## src/rtl/dcache_store_buffer.sv

```systemverilog
// dcache_store_buffer
//   Write buffer between the MEM1 store-byte-enable logic and the single
//   DCache request port. Stores are captured into a circular FIFO, merged into
//   the youngest entry when they hit the same word, and drained in order.
//   Loads share the DCache port; a load whose word is still buffered is
//   flagged through ld_conflict so the pipeline stalls rather than reading
//   stale data.
//
// Ports
//   clk, resetn                 clock (rising edge), async active-low reset
//   st_valid/st_addr/st_wen/st_data -> st_ready
//                               store capture; accepted when st_valid & st_ready
//   ld_valid/ld_addr -> ld_conflict, ld_done
//                               load request (held until ld_done), conflict flag
//   sync_req -> drained         drain request; drained = empty and idle
//   dc_req/dc_wr/dc_addr/dc_wen/dc_wdata <- dc_ready
//                               DCache request port
module dcache_store_buffer #(
  parameter int DEPTH = 4
) (
  input  logic        clk,
  input  logic        resetn,
  input  logic        st_valid,
  input  logic [31:0] st_addr,
  input  logic [3:0]  st_wen,
  input  logic [31:0] st_data,
  output logic        st_ready,
  input  logic        ld_valid,
  input  logic [31:0] ld_addr,
  output logic        ld_conflict,
  output logic        ld_done,
  input  logic        sync_req,
  output logic        drained,
  output logic        dc_req,
  output logic        dc_wr,
  output logic [31:0] dc_addr,
  output logic [3:0]  dc_wen,
  output logic [31:0] dc_wdata,
  input  logic        dc_ready
);

  localparam int AW = $clog2(DEPTH);
  localparam int PW = AW + 1;

  typedef enum logic [1:0] {
    S_IDLE,
    S_WR,
    S_RD
  } state_t;

  state_t state_q, state_d;

  // Pointers carry one extra wrap bit so full and empty are distinguishable.
  logic [PW-1:0] head_q, tail_q, count;
  logic [AW-1:0] head_idx, tail_idx, young_idx;
  logic          full, empty;

  logic [29:0] waddr_q [DEPTH];
  logic [3:0]  wen_q   [DEPTH];
  logic [31:0] data_q  [DEPTH];

  logic st_fire, merge_ok, do_merge, do_push, do_pop;

  assign head_idx  = head_q[AW-1:0];
  assign tail_idx  = tail_q[AW-1:0];
  assign young_idx = tail_idx - AW'(1);
  assign count     = tail_q - head_q;
  assign empty     = (head_q == tail_q);
  assign full      = (head_idx == tail_idx) && (head_q[AW] != tail_q[AW]);

  // A full buffer refuses stores even when a pop happens in the same cycle.
  assign st_ready = ~full;
  assign st_fire  = st_valid & ~full;

  // The youngest entry may absorb a same-word store unless it is the head
  // currently presented to the DCache: that request must stay stable.
  assign merge_ok = ~empty && (waddr_q[young_idx] == st_addr[31:2]) &&
                    !((state_q == S_WR) && (count == PW'(1)));

  // Stores with no byte enabled are acknowledged and dropped.
  assign do_merge = st_fire & (|st_wen) & merge_ok;
  assign do_push  = st_fire & (|st_wen) & ~merge_ok;

  // Load conflict scan over every live entry, regardless of byte enables.
  always_comb begin
    ld_conflict = 1'b0;
    for (int i = 0; i < DEPTH; i++) begin
      if (({1'b0, AW'(i) - head_idx} < count) && (waddr_q[i] == ld_addr[31:2]))
        ld_conflict = 1'b1;
    end
  end

  // NOTE: the entry storage has no reset; only the pointers define which
  // entries are live, so stale contents are never observed.
  always_ff @(posedge clk) begin
    if (do_push) begin
      waddr_q[tail_idx] <= st_addr[31:2];
      wen_q[tail_idx]   <= st_wen;
      data_q[tail_idx]  <= st_data;
    end else if (do_merge) begin
      wen_q[young_idx] <= wen_q[young_idx] | st_wen;
      for (int b = 0; b < 4; b++) begin
        if (st_wen[b]) data_q[young_idx][8*b +: 8] <= st_data[8*b +: 8];
      end
    end
  end

  // NOTE: sequential state uses non-blocking assignments so every register
  // samples pre-edge values, independent of block ordering.
  always_ff @(posedge clk or negedge resetn) begin
    if (!resetn) begin
      head_q  <= '0;
      tail_q  <= '0;
      state_q <= S_IDLE;
    end else begin
      if (do_push) tail_q <= tail_q + PW'(1);
      if (do_pop)  head_q <= head_q + PW'(1);
      state_q <= state_d;
    end
  end

  // NOTE: every output of this block gets a default first, so no path leaves
  // a signal unassigned and no latch is inferred.
  always_comb begin
    state_d  = state_q;
    dc_req   = 1'b0;
    dc_wr    = 1'b0;
    dc_addr  = '0;
    dc_wen   = '0;
    dc_wdata = '0;
    ld_done  = 1'b0;
    do_pop   = 1'b0;
    case (state_q)
      S_IDLE: begin
        // Loads win unless the buffer is full or a drain is requested.
        if (ld_valid && !ld_conflict && !full && !sync_req) state_d = S_RD;
        else if (!empty)                                      state_d = S_WR;
      end
      S_WR: begin
        dc_req   = 1'b1;
        dc_wr    = 1'b1;
        dc_addr  = {waddr_q[head_idx], 2'b00};
        dc_wen   = wen_q[head_idx];
        dc_wdata = data_q[head_idx];
        if (dc_ready) begin
          do_pop  = 1'b1;
          state_d = S_IDLE;
        end
      end
      S_RD: begin
        dc_req  = 1'b1;
        dc_addr = {ld_addr[31:2], 2'b00};
        if (dc_ready) begin
          ld_done = 1'b1;
          state_d = S_IDLE;
        end
      end
      default: state_d = S_IDLE;
    endcase
  end

  assign drained = empty && (state_q == S_IDLE);

endmodule

```

## config.mk

```make
export PLATFORM = sky130hd
export DESIGN_NAME = dcache_store_buffer
export DESIGN_NICKNAME = d
export VERILOG_FILES = /design/src/rtl/dcache_store_buffer.sv
export SDC_FILE = /design/constraint.sdc
export NUM_CORES = 1
export LEC_CHECK = 0
export CAP_MARGIN = 20
export CORE_ASPECT_RATIO = 0.8
export CORE_MARGIN = 2
export CORE_UTILIZATION = 35
export CTS_CLUSTER_DIAMETER = 80
export CTS_CLUSTER_SIZE = 14
export DETAILED_ROUTE_END_ITERATION = 10
export PLACE_DENSITY = 0.51
export RECOVER_POWER = 50
export SLEW_MARGIN = 20
export SYNTH_ARGS = -nofsm -noshare
export SYNTH_HDL_FRONTEND = slang
export SYNTH_SLANG_ARGS = --single-unit
```

## constraint.sdc

```tcl
create_clock -name clk -period 5.35 [get_ports clk]
set_input_delay 1.07 -clock clk [delete_from_list [all_inputs] [get_ports clk]]
set_output_delay 1.07 -clock clk [all_outputs]
set_load 0.1 [all_outputs]
```

==> out/metrics.csv, run 1 <==
stage,metric,value,unit
die,die area,42300,µm²
detailed_routing,vias per cell,5.28,
synth,synth top area cells,"edfxtp_1 (56%), mux4_2 (12%), xnor2_1 (8.2%), mux2i_1 (2.6%), a22oi_1 (1.6%)",
die,Ports,180,
synth,post-synthesis xor/xnor area fraction,9.22,%
clocking,Num CTS Buffers,23,
placement,HPWL Detailed,28700,µm
layout,design area,17000,µm²
placement,I/O Buffers,173,
detailed_routing,Detailed Route WL,41200,µm
synth,most common cell in the netlist,edfxtp_1,
placement,Placed Area,16400,µm²
worst_setup_path,CP startpoint kind,flip-flop,
synth,leading area contributor after synthesis,edfxtp_1,
layout,layout cells sized above 1,20.3,%
synth,Mapped Avg Cell Area,14.9,µm²
synth,most frequent cells after synthesis,"edfxtp_1 (264), xnor2_1 (133), mux4_2 (78)",
synth,Synth Area in Simple Gates,7.78,%
synth,area share of the largest cell type after synthesis,55.7,%
worst_setup_path,crit-path cells,clkbuf_2 -> mux4_2 -> a22oi_1 -> nor2b_1 -> clkbuf_2,
worst_setup_path,"most used cell, CP",clkbuf_2,
synth,post-synthesis sequential area ratio,57.1,%
global_routing,grt ovf,0,
layout,area grow syn2layout,19.1,%
clocking,"Reg clk slew, reported paths",0.07,ns
placement,placed insts,1623,
die,# rows,66,
layout,Final #Nets,1227,
worst_setup_path,Arrival @ worst endpoint,3.90,ns
synth,adder-cell share of the synthesized area,1.46,%
die,core area,40400,µm²
die,die height,184,µm
power_and_ir_drop,Max IR drop VDD,404,µV
clocking,CTS tree,done,
sta,min cycle time layout,4.97,ns
clocking,# Post-CTS Setup Buffers,0,
synth,count of cell types in the netlist,60,
synth,ys async rst share,2.94,%
worst_setup_path,CP startpoint,head_q[1]$_DFFE_PN0P_,
sta,fin crit share,93.0,%
clocking,clk_lat worst skew,0.54,ns
detailed_routing,Starting DRT DRC Count,751,
synth,Post-synth EDFFs,264,
worst_hold_path,HP Class,flip-flop to flip-flop,
synth,Synth Area in Compound Gates,4.86,%
clocking,Root Buffer Master,clkbuf_16,
synth,mux contribution to synthesized area,16.5,%
clocking,Sink Count,272,
die,die width,230,µm
layout,Fill cells,3736,
flow_run,Max-Cap Viols,2,
sta,final setup violation count,0,
placement,global placer's final weighted congestion,0.876,
worst_setup_path,CP Capture Type,output port,
worst_setup_path,crit path max fanout,57,
sta,Pins Over Slew Limit,90,
power_and_ir_drop,"Power, Total",11.4,mW
synth,Synth Warn #,0,
clocking,CTS max path bufs,3,
worst_setup_path,CP max stage delay,1.47,ns
global_routing,GRT Overall Usage,19.3,%
sta,Tightest Pin Transition,2.01,ns
worst_setup_path,critical path endpoint,dc_addr[10],
detailed_routing,vias after detailed routing,8801,
power_and_ir_drop,leakage power,5.58,nW
sta,maximum clock rate,0.201,GHz
status,failing checks,"capacitance limit, slew limit",
synth,"FF+latch count, synth",272,
worst_setup_path,r2r endpoint,waddr_q[1][2]$_DFFE_PP_,
sta,Fin Clk Skew,0.0225,ns
clocking,CTS resizes,0,
worst_setup_path,Worst R2R Path Depth,9,
worst_setup_path,Crit Path Class,flip-flop to output port,
worst_setup_path,R2R Setup Slk,0.59,ns
sta,Slew headroom,-33.9,%
worst_setup_path,CP max-delay cell,clkbuf_2,
global_routing,vias in the first global route,8918,
clocking,Post-CTS Hold Buffers,0,
synth,"Cell Area, Synth",14200,µm²
detailed_routing,Residual DRC,0,
worst_setup_path,CP required,4.28,ns
synth,largest family of logic cells by synthesized area,multiplexers,
detailed_routing,drt pass-1 iters,5,
global_routing,first-pass GRT wire length,59900,µm
worst_setup_path,reg2reg start,tail_q[0]$_DFFE_PN0P_,
synth,Syn Inst Count,954,
sta,RSZ-0062 raised after global routing,no,
clocking,H-tree depth,1,
sta,TNS Setup,0,ns
synth,Synth Flop Type,edfxtp_1,
global_routing,pin count of the biggest net entering global routing,58,
status,status,"complete, but fails checks",
power_and_ir_drop,Power Dens Cells,670,nW/µm²
detailed_routing,ANT nets after route,0,
global_routing,initial antenna violation count,1,
layout,final std cells w/o fill,1667,
sta,final-report hold violation count,0,
detailed_routing,wire per inst,24.7,µm
die,Starting Density,35.3,%
[power breakdown]
part           switching (mW)  leakage (nW)  internal (mW)  total (mW)
Clock                   0.766         0.313          0.814        1.58
Combinational            4.56          2.76           2.12        6.68
Sequential              0.232          2.51           2.87        3.10
[per-stage QoR]
| step | setup slack (ns) | util [%] | hold slack [ns] |
|---|---|---|---|
| 2_1_floorplan | 0.183 | - | 0.464 |
| 3_3_place_gp | 0.386 | 40.6 | 0.480 |
| 3_5_place_dp | 0.348 | 40.6 | 0.486 |
| 4_1_cts | 0.710 | 42.2 | 0.496 |
| 5_1_grt | 0.233 | 42.0 | 0.532 |
| 6_report | 0.377 | 42.0 | 0.492 |
[per-layer routing]
metal	vias up	routed length (µm)	track usage, %
met5	-	0	0
met4	0	539	3.25
met3	36	2670	4.49
met2	240	18400	29.1
met1	4547	19600	28.7
li1	3978	-	-
[flip-flops by register name (all words and copies together), names as in the netlist]
signal   count
data_q     128
tail_q       3
head_q       3
wen_q       16
waddr_q    120
state_q      2
[cell families (layout without fill, tap and decap cells)]
| family | count (synthesis) | count (layout) |
|---|---|---|
| buffers and inverters | 97 | 264 |
| AO/OA/AOI/OAI | 97 | 97 |
| other | 1 | 3 |
| adder cells (fa/ha/maj) | 16 | 16 |
| multiplexers | 128 | 128 |
| AND/OR/NAND/NOR | 193 | 193 |
| XOR/XNOR | 150 | 150 |
| flip-flops | 272 | 272 |
[cell usage in the layout (no fill, tap or decap), types with 3 or more instances in the layout]
cell	Yosys	final
edfxtp_1	264	264
and3_1	4	4
clkdlybuf4s50_1	0	37
clkbuf_1	53	19
a21oi_1	3	3
nand4_1	36	36
ha_1	15	13
nor4_1	10	10
dfrtp_1	8	5
inv_1	14	14
nand3_1	21	21
and2_1	37	37
o22ai_1	7	7
xnor2_1	133	133
nor2b_1	34	34
o21ai_0	12	12
o2111ai_1	4	4
a22oi_1	31	31
nand2_1	22	22
nand2b_1	8	8
nor2_1	9	9
mux2_2	7	7
mux4_2	78	78
o21ai_1	15	15
xor2_1	17	17
dlygate4sd3_1	0	66
mux2i_1	37	37
nor3_1	3	3
or2_2	3	3
o21bai_2	4	4
buf_4	8	68
clkbuf_2	1	33
a221oi_1	3	3
mux4_1	4	4
clkbuf_16	0	23
[worst min path at each step]
stage	to	depth (start not counted)	start	slack, ns
after detailed placement	tail_q[2]$_DFFE_PN0P_	1	tail_q[2]$_DFFE_PN0P_	0.49
after CTS	tail_q[2]$_DFFE_PN0P_	1	tail_q[2]$_DFFE_PN0P_	0.50
after global placement	head_q[2]$_DFFE_PN0P_	1	head_q[2]$_DFFE_PN0P_	0.48
after floorplan	head_q[2]$_DFFE_PN0P_	1	head_q[2]$_DFFE_PN0P_	0.46
after global routing	head_q[2]$_DFFE_PN0P_	1	head_q[2]$_DFFE_PN0P_	0.53
final	tail_q[2]$_DFFE_PN0P_	1	tail_q[2]$_DFFE_PN0P_	0.49
[layout make-up]
class | count | area [µm²] | area share [%]
Multi-Input combinational cell | 586 | 5690 | 33.5
Antenna cell | 1 | 2.50 | 0.0148
Inverter | 14 | 52.6 | 0.310
Timing Repair Buffer | 208 | 1750 | 10.3
Tap cell | 544 | 681 | 4.01
Clock buffer | 40 | 639 | 3.77
Clock inverter | 2 | 17.5 | 0.103
Sequential cell | 272 | 8140 | 48.0
[worst max-delay path, delay by kind of cell, from the launching register on]
kind	cells	cell delay, ns
compound gates	1	0.10
buf+inv	2	1.96
flops	1	0.57
mux	1	0.47
simple gates	1	0.21
Note: power is estimated with default switching activity, not from simulation.
==> run 2: changes to the inputs <==
--- a/config.mk
+++ b/config.mk
@@ -12,8 +12,10 @@
 export CTS_CLUSTER_DIAMETER = 80
 export CTS_CLUSTER_SIZE = 14
 export DETAILED_ROUTE_END_ITERATION = 10
+export MAX_ROUTING_LAYER = met4
 export PLACE_DENSITY = 0.51
 export RECOVER_POWER = 50
+export SETUP_SLACK_MARGIN = 0.4
 export SLEW_MARGIN = 20
 export SYNTH_ARGS = -nofsm -noshare
 export SYNTH_HDL_FRONTEND = slang
==> run 2 against run 1 <==
The flow still finishes with violations (capacitance limit, slew limit). Clock skew down 0.0055 ns. Sequential share of layout area fell by 0.29 points. Sequential power about the same. Combinational power grew 0.7%. Cell count is 0.24% lower. Worst hold slack better by 0.0066 ns. Sequential cell count stayed put. Clock power up 4%. Setup slack better by 0.13 ns.
==> out/metrics.csv, run 2 (synthesized netlist as in run 1, its figures left out) <==
stage,metric,value,unit,change
layout,"Most flops, register",data_q,,
sta,final-report hold violation count,0,,unchanged
clocking,clk_lat worst skew,0.55,ns,about the same
die,die width,230,µm,unchanged
detailed_routing,Starting DRT DRC Count,697,,-7.2%
global_routing,GRT Overall Usage,20.0,%,+0.71 points
sta,Slew headroom,-22.8,%,+11 points
clocking,# Post-CTS Setup Buffers,0,,unchanged
power_and_ir_drop,leakage power,5.54,nW,-0.74%
power_and_ir_drop,Power Dens Cells,671,nW/µm²,+0.20%
die,core area,40400,µm²,unchanged
power_and_ir_drop,Max IR drop VDD,380,µV,-5.9%
sta,fin crit share,90.5,%,-2.5 points
layout,final design utilization,42.3,%,+0.25 points
clocking,"Reg clk slew, reported paths",0.07,ns,about the same
worst_hold_path,HP Class,flip-flop to flip-flop,,
detailed_routing,Detailed Route WL,41400,µm,+0.41%
worst_setup_path,R2R Setup Slk,0.67,ns,+0.08 ns
sta,TNS Setup,0,ns,unchanged
detailed_routing,vias after detailed routing,8839,,+0.43%
die,Ports,180,,unchanged
layout,max reg flops,128,,unchanged
sta,min cycle time layout,4.84,ns,-0.131 ns
detailed_routing,wire per inst,24.9,µm,+0.65%
detailed_routing,top sig layer,met4,,
layout,area grow syn2layout,19.8,%,
worst_setup_path,Arrival @ worst endpoint,3.77,ns,-0.13 ns
worst_setup_path,crit path max fanout,37,,-35%
detailed_routing,Residual DRC,0,,unchanged
sta,Fin Clk Skew,0.0170,ns,-0.00551 ns
sta,final setup violation count,0,,unchanged
layout,Largest regs,"data_q x128, waddr_q x120, wen_q x16",,
clocking,Root Buffer Master,clkbuf_16,,
sta,worst hold slack,0.499,ns,+0.00664 ns
global_routing,pin count of the biggest net entering global routing,52,,-10%
clocking,CTS max path bufs,3,,unchanged
die,Starting Density,35.3,%,unchanged
detailed_routing,met1 WL,20000,µm,+2.0%
placement,Placed Area,16500,µm²,+0.50%
layout,layout cells sized above 1,17.7,%,-2.6 points
detailed_routing,ANT nets after route,0,,unchanged
layout,Final #Nets,1227,,unchanged
clocking,CTS resizes,0,,unchanged
placement,global placer's final weighted congestion,0.877,,+0.18%
detailed_routing,drt pass-1 iters,5,,unchanged
sta,Tightest Pin Transition,1.84,ns,-0.167 ns
die,die area,42300,µm²,unchanged
worst_setup_path,CP required,4.28,ns,about the same
global_routing,vias in the first global route,8851,,-0.75%
sta,Pins Over Slew Limit,70,,-22%
die,die height,184,µm,unchanged
global_routing,grt ovf,0,,unchanged
layout,design area,17100,µm²,+0.60%
placement,HPWL Detailed,28900,µm,+0.83%
worst_setup_path,Crit Path Class,flip-flop to output port,,
detailed_routing,vias per cell,5.32,,+0.67%
status,failing checks,"capacitance limit, slew limit",,
worst_setup_path,CP Capture Type,output port,,
detailed_routing,met3 wire length,2550,µm,-4.5%
global_routing,initial antenna violation count,1,,unchanged
placement,I/O Buffers,173,,unchanged
flow_run,Max-Cap Viols,2,,unchanged
detailed_routing,met2 WL,18100,µm,-1.5%
clocking,CTS tree,done,,
clocking,Post-CTS Hold Buffers,0,,unchanged
clocking,Num CTS Buffers,24,,+4.3%
die,# rows,66,,unchanged
layout,"commonest cells after routing, fill and taps aside","edfxtp_1 (264), xnor2_1 (133), mux4_2 (78), clkdlybuf4s50_1 (65), dlygate4sd3_1 (64)",,
global_routing,first-pass GRT wire length,60300,µm,+0.67%
status,status,"complete, but fails checks",,
clocking,H-tree depth,1,,unchanged
clocking,Sink Count,272,,unchanged
sta,maximum clock rate,0.207,GHz,+2.7%
layout,"most common cell after layout, fill and taps aside",edfxtp_1,,
sta,RSZ-0062 raised after global routing,no,,
worst_setup_path,CP startpoint kind,flip-flop,,
[run 2: changes by cell type in the layout (fill, tap and decap cells not counted), moves of 2 or more]
cell,change
inv_6,-2
dlygate4sd3_1,-2
clkdlybuf4s50_1,+28
buf_4,-31
clkinv_1,+2
clkbuf_16,+2
clkbuf_2,-3
[run 2: power breakdown]
group | internal [mW] | switching [mW] | leakage, nW | total [mW]
Sequential | 2.87 | 0.210 | 2.51 | 3.08
Clock | 0.870 | 0.777 | 0.340 | 1.65
Combinational | 2.13 | 4.60 | 2.69 | 6.73
Total | 5.87 | 5.59 | 5.54 | 11.5
[run 2: worst paths after layout]
check | startpoint | to | cells after the start
min in group asynchronous | resetn | head_q[1]$_DFFE_PN0P_ | 1
min reg2reg | head_q[2]$_DFFE_PN0P_ | head_q[2]$_DFFE_PN0P_ | 1
max in group asynchronous | resetn | head_q[0]$_DFFE_PN0P_ | 1
max reg2reg | tail_q[1]$_DFFE_PN0P_ | waddr_q[0][4]$_DFFE_PP_ | 12
max | state_q[1]$_DFFE_PN0P_ | dc_wdata[24] | 4
min | head_q[2]$_DFFE_PN0P_ | head_q[2]$_DFFE_PN0P_ | 1
[run 2: metal layers]
metal	GRT usage, %	vias up
li1	-	3972
met1	29.5	4567
met2	28.9	250
met3	3.79	50
met4	3.90	0
met5	-	-
[run 2: metrics by stage]
step                      cells  setup WS, ns  power, mW
after floorplan             955         0.762       8.19
after global placement     1623         0.364       10.0
after detailed placement   1623         0.351       10.0
after CTS                  1662         0.656       11.7
after global routing       1663         0.226       12.0
final                      1663         0.508       11.5
[run 2: area by class of cell]
type	instances	area [µm²]
diodes	1	2.50
multi-input cells	586	5690
well taps	544	681
clock buffers	35	673
fillers	3735	23300
repair buffers	207	1790
clock inverters	4	28.8
flip-flops and latches	272	8140
inverters	14	52.6
[run 2: worst max-delay path: stages, from the launching register on]
cell and delay (ns):
dfrtp_1 0.40, inv_1 0.09, ha_1 1.26, and2_1 0.31, clkdlybuf4s50_1 1.14
==> run 3: changes to the inputs <==
--- a/config.mk
+++ b/config.mk
@@ -6,7 +6,7 @@
 export NUM_CORES = 1
 export LEC_CHECK = 0
 export CAP_MARGIN = 20
-export CORE_ASPECT_RATIO = 0.8
+export CORE_ASPECT_RATIO = 0.7
 export CORE_MARGIN = 2
 export CORE_UTILIZATION = 35
 export CTS_CLUSTER_DIAMETER = 80
==> run 3 against run 2 <==
The run now ends clean. Largest cell class unchanged. Fmax decreased by 1.1%. Clock power decreased by 7%. Critical path depth increased by 5. Clock skew about the same. Sequential power about the same.
==> out/metrics.csv, run 3 (synthesized netlist as in run 1, its figures left out) <==
stage,metric,value,unit,change
worst_setup_path,CP Capture Type,output port,,
worst_setup_path,R2R Setup Slk,0.64,ns,-0.03 ns
worst_setup_path,worst path buffer plus inverter count,3,,+1
clocking,Post-CTS Hold Buffers,0,,unchanged
detailed_routing,vias per cell,5.37,,+1.1%
worst_hold_path,HP Class,flip-flop to flip-flop,,
placement,global placer's final weighted congestion,0.888,,+1.2%
sta,worst hold slack,0.493,ns,-0.00584 ns
detailed_routing,wire per inst,25.8,µm,+3.5%
sta,RSZ-0062 raised after global routing,no,,
worst_setup_path,crit-path cells,clkbuf_2 -> ha_1 -> inv_1 -> ha_1 -> nor2b_1 -> o21ai_0 -> nand3_1 -> nand4_1 -> buf_12,,
worst_setup_path,CP startpoint kind,flip-flop,,
global_routing,first-pass GRT wire length,61400,µm,+1.8%
sta,fin worst setup slack,0.452,ns,-0.0563 ns
detailed_routing,vias after detailed routing,8873,,+0.38%
power_and_ir_drop,"Power, Total",11.5,mW,+0.22%
clocking,Sink Count,272,,unchanged
worst_setup_path,Arrival @ worst endpoint,3.83,ns,+0.06 ns
global_routing,initial antenna violation count,2,,+1
layout,"most common cell after layout, fill and taps aside",edfxtp_1,,
clocking,"Reg clk slew, reported paths",0.07,ns,about the same
detailed_routing,ANT nets after route,0,,unchanged
placement,Setup WS pre-CTS,0.319,ns,-0.0321 ns
global_routing,GRT Max-Usage Layer,met1,,
sta,fin crit share,91.6,%,+1.1 points
worst_setup_path,reg2reg start,tail_q[1]$_DFFE_PN0P_,,
global_routing,GRT Overall Usage,20.4,%,+0.37 points
worst_setup_path,cell family with most CP delay,buffers and inverters,,
clocking,CTS tree,done,,
placement,HPWL Detailed,29800,µm,+3.1%
layout,"commonest cells after routing, fill and taps aside","edfxtp_1 (264), xnor2_1 (133), mux4_2 (78), dlygate4sd3_1 (67), clkdlybuf4s50_1 (62)",,
clocking,CTS max path bufs,3,,unchanged
status,status,finished clean,,
worst_hold_path,worst hold start,head_q[2]$_DFFE_PN0P_,,
flow_run,Max-Cap Viols,0,,-2
layout,Final #Nets,1228,,+0.081%
worst_hold_path,Hold Path Sink,head_q[2]$_DFFE_PN0P_,,
sta,Slew headroom,3.29,%,+26 points
sta,Tightest Pin Transition,1.45,ns,-0.391 ns
worst_hold_path,Hold Path Cell Cnt,1,,unchanged
layout,area grow syn2layout,19.4,%,
power_and_ir_drop,leakage power,5.51,nW,-0.54%
clocking,H-tree depth,1,,unchanged
detailed_routing,Residual DRC,0,,unchanged
detailed_routing,Detailed Route WL,42500,µm,+2.8%
global_routing,grt ovf,0,,unchanged
sta,TNS Setup,0,ns,unchanged
clocking,Num CTS Buffers,23,,-4.2%
die,die area,42400,µm²,about the same
worst_setup_path,CP max stage delay,0.77,ns,-0.49 ns
layout,layout cells sized above 1,17.1,%,-0.58 points
detailed_routing,drt pass-1 iters,5,,unchanged
global_routing,met3 Use GR,4.64,%,+0.85 points
worst_setup_path,Crit Path Class,flip-flop to output port,,
clocking,Root Buffer Master,clkbuf_16,,
sta,maximum clock rate,0.204,GHz,-1.1%
power_and_ir_drop,Max IR drop VDD,432,µV,+13%
sta,final setup violation count,0,,unchanged
sta,Fin Clk Skew,0.0174,ns,+0.000375 ns
global_routing,pin count of the biggest net entering global routing,69,,+33%
die,die width,245,µm,+6.8%
layout,"Most flops, register",data_q,,
global_routing,vias in the first global route,8788,,-0.71%
layout,final design utilization,42.6,%,+0.36 points
sta,min cycle time layout,4.90,ns,+0.0563 ns
placement,I/O Buffers,173,,unchanged
worst_setup_path,CP required,4.28,ns,about the same
sta,Pins Over Slew Limit,0,,-100%
global_routing,met1 GRT Util,31.6,%,+2.1 points
sta,final-report hold violation count,0,,unchanged
worst_setup_path,r2r endpoint,waddr_q[0][25]$_DFFE_PP_,,
power_and_ir_drop,Power Dens Cells,675,nW/µm²,+0.53%
worst_setup_path,"most used cell, CP",ha_1,,
worst_setup_path,CP max-delay cell,clkbuf_2,,
die,# rows,61,,-7.6%
die,Ports,180,,unchanged
die,core area,39900,µm²,-1.1%
global_routing,met2 Resource Use GR,27.6,%,-1.3 points
detailed_routing,Starting DRT DRC Count,841,,+21%
die,die height,173,µm,-6.3%
clocking,clk_lat worst skew,0.53,ns,-0.02 ns
worst_setup_path,crit path max fanout,45,,+22%
die,Starting Density,35.7,%,+0.41 points
worst_setup_path,Worst R2R Path Depth,11,,-1
layout,max reg flops,128,,unchanged
layout,Largest regs,"data_q x128, waddr_q x120, wen_q x16",,
worst_setup_path,CP startpoint,head_q[1]$_DFFE_PN0P_,,
[run 3: worst max-delay path by stage]
stage / endpoint / depth (start not counted)
after CTS: waddr_q[2][9]$_DFFE_PP_ / 11
after detailed placement: waddr_q[2][27]$_DFFE_PP_ / 9
after global placement: waddr_q[2][9]$_DFFE_PP_ / 9
after floorplan: waddr_q[0][0]$_DFFE_PP_ / 10
after global routing: dc_addr[19] / 6
final: ld_conflict / 9
[run 3: layout make-up]
cell class              instances  area [µm²]
inverters                      14        52.6
fillers                      3674       22900
clock buffers                  33         613
diodes                          1        2.50
clock inverters                 1        8.76
repair buffers                209        1830
well taps                     535         669
multi-input cells             586        5690
flip-flops and latches        272        8140
[run 3: through the flow]
stage | instances | area [µm²]
floorplan | 955 | 14300
global placement | 1615 | 16500
detailed placement | 1615 | 16500
CTS | 1649 | 17100
global route | 1651 | 17000
finish | 1651 | 17000
[run 3: report_power, final]
| group | leakage (nW) | total (mW) | switching (mW) | internal (mW) |
|---|---|---|---|---|
| clock network | 0.299 | 1.54 | 0.754 | 0.789 |
| registers | 2.51 | 3.10 | 0.228 | 2.87 |
| logic | 2.70 | 6.84 | 4.66 | 2.18 |
[run 3: what timing repair did]
item | in CTS | in global routing
endpoints found under the setup margin | 0 | 230
buffers inserted | 0 | 1
resized for setup | 0 | 1
[run 3: per-layer routing]
| layer | up-vias | share of wire [%] |
|---|---|---|
| li1 | 3972 | - |
| met1 | 4558 | 49 |
| met2 | 295 | 42 |
| met3 | 48 | 7.6 |
| met4 | 0 | 1.3 |
| met5 | - | 0 |
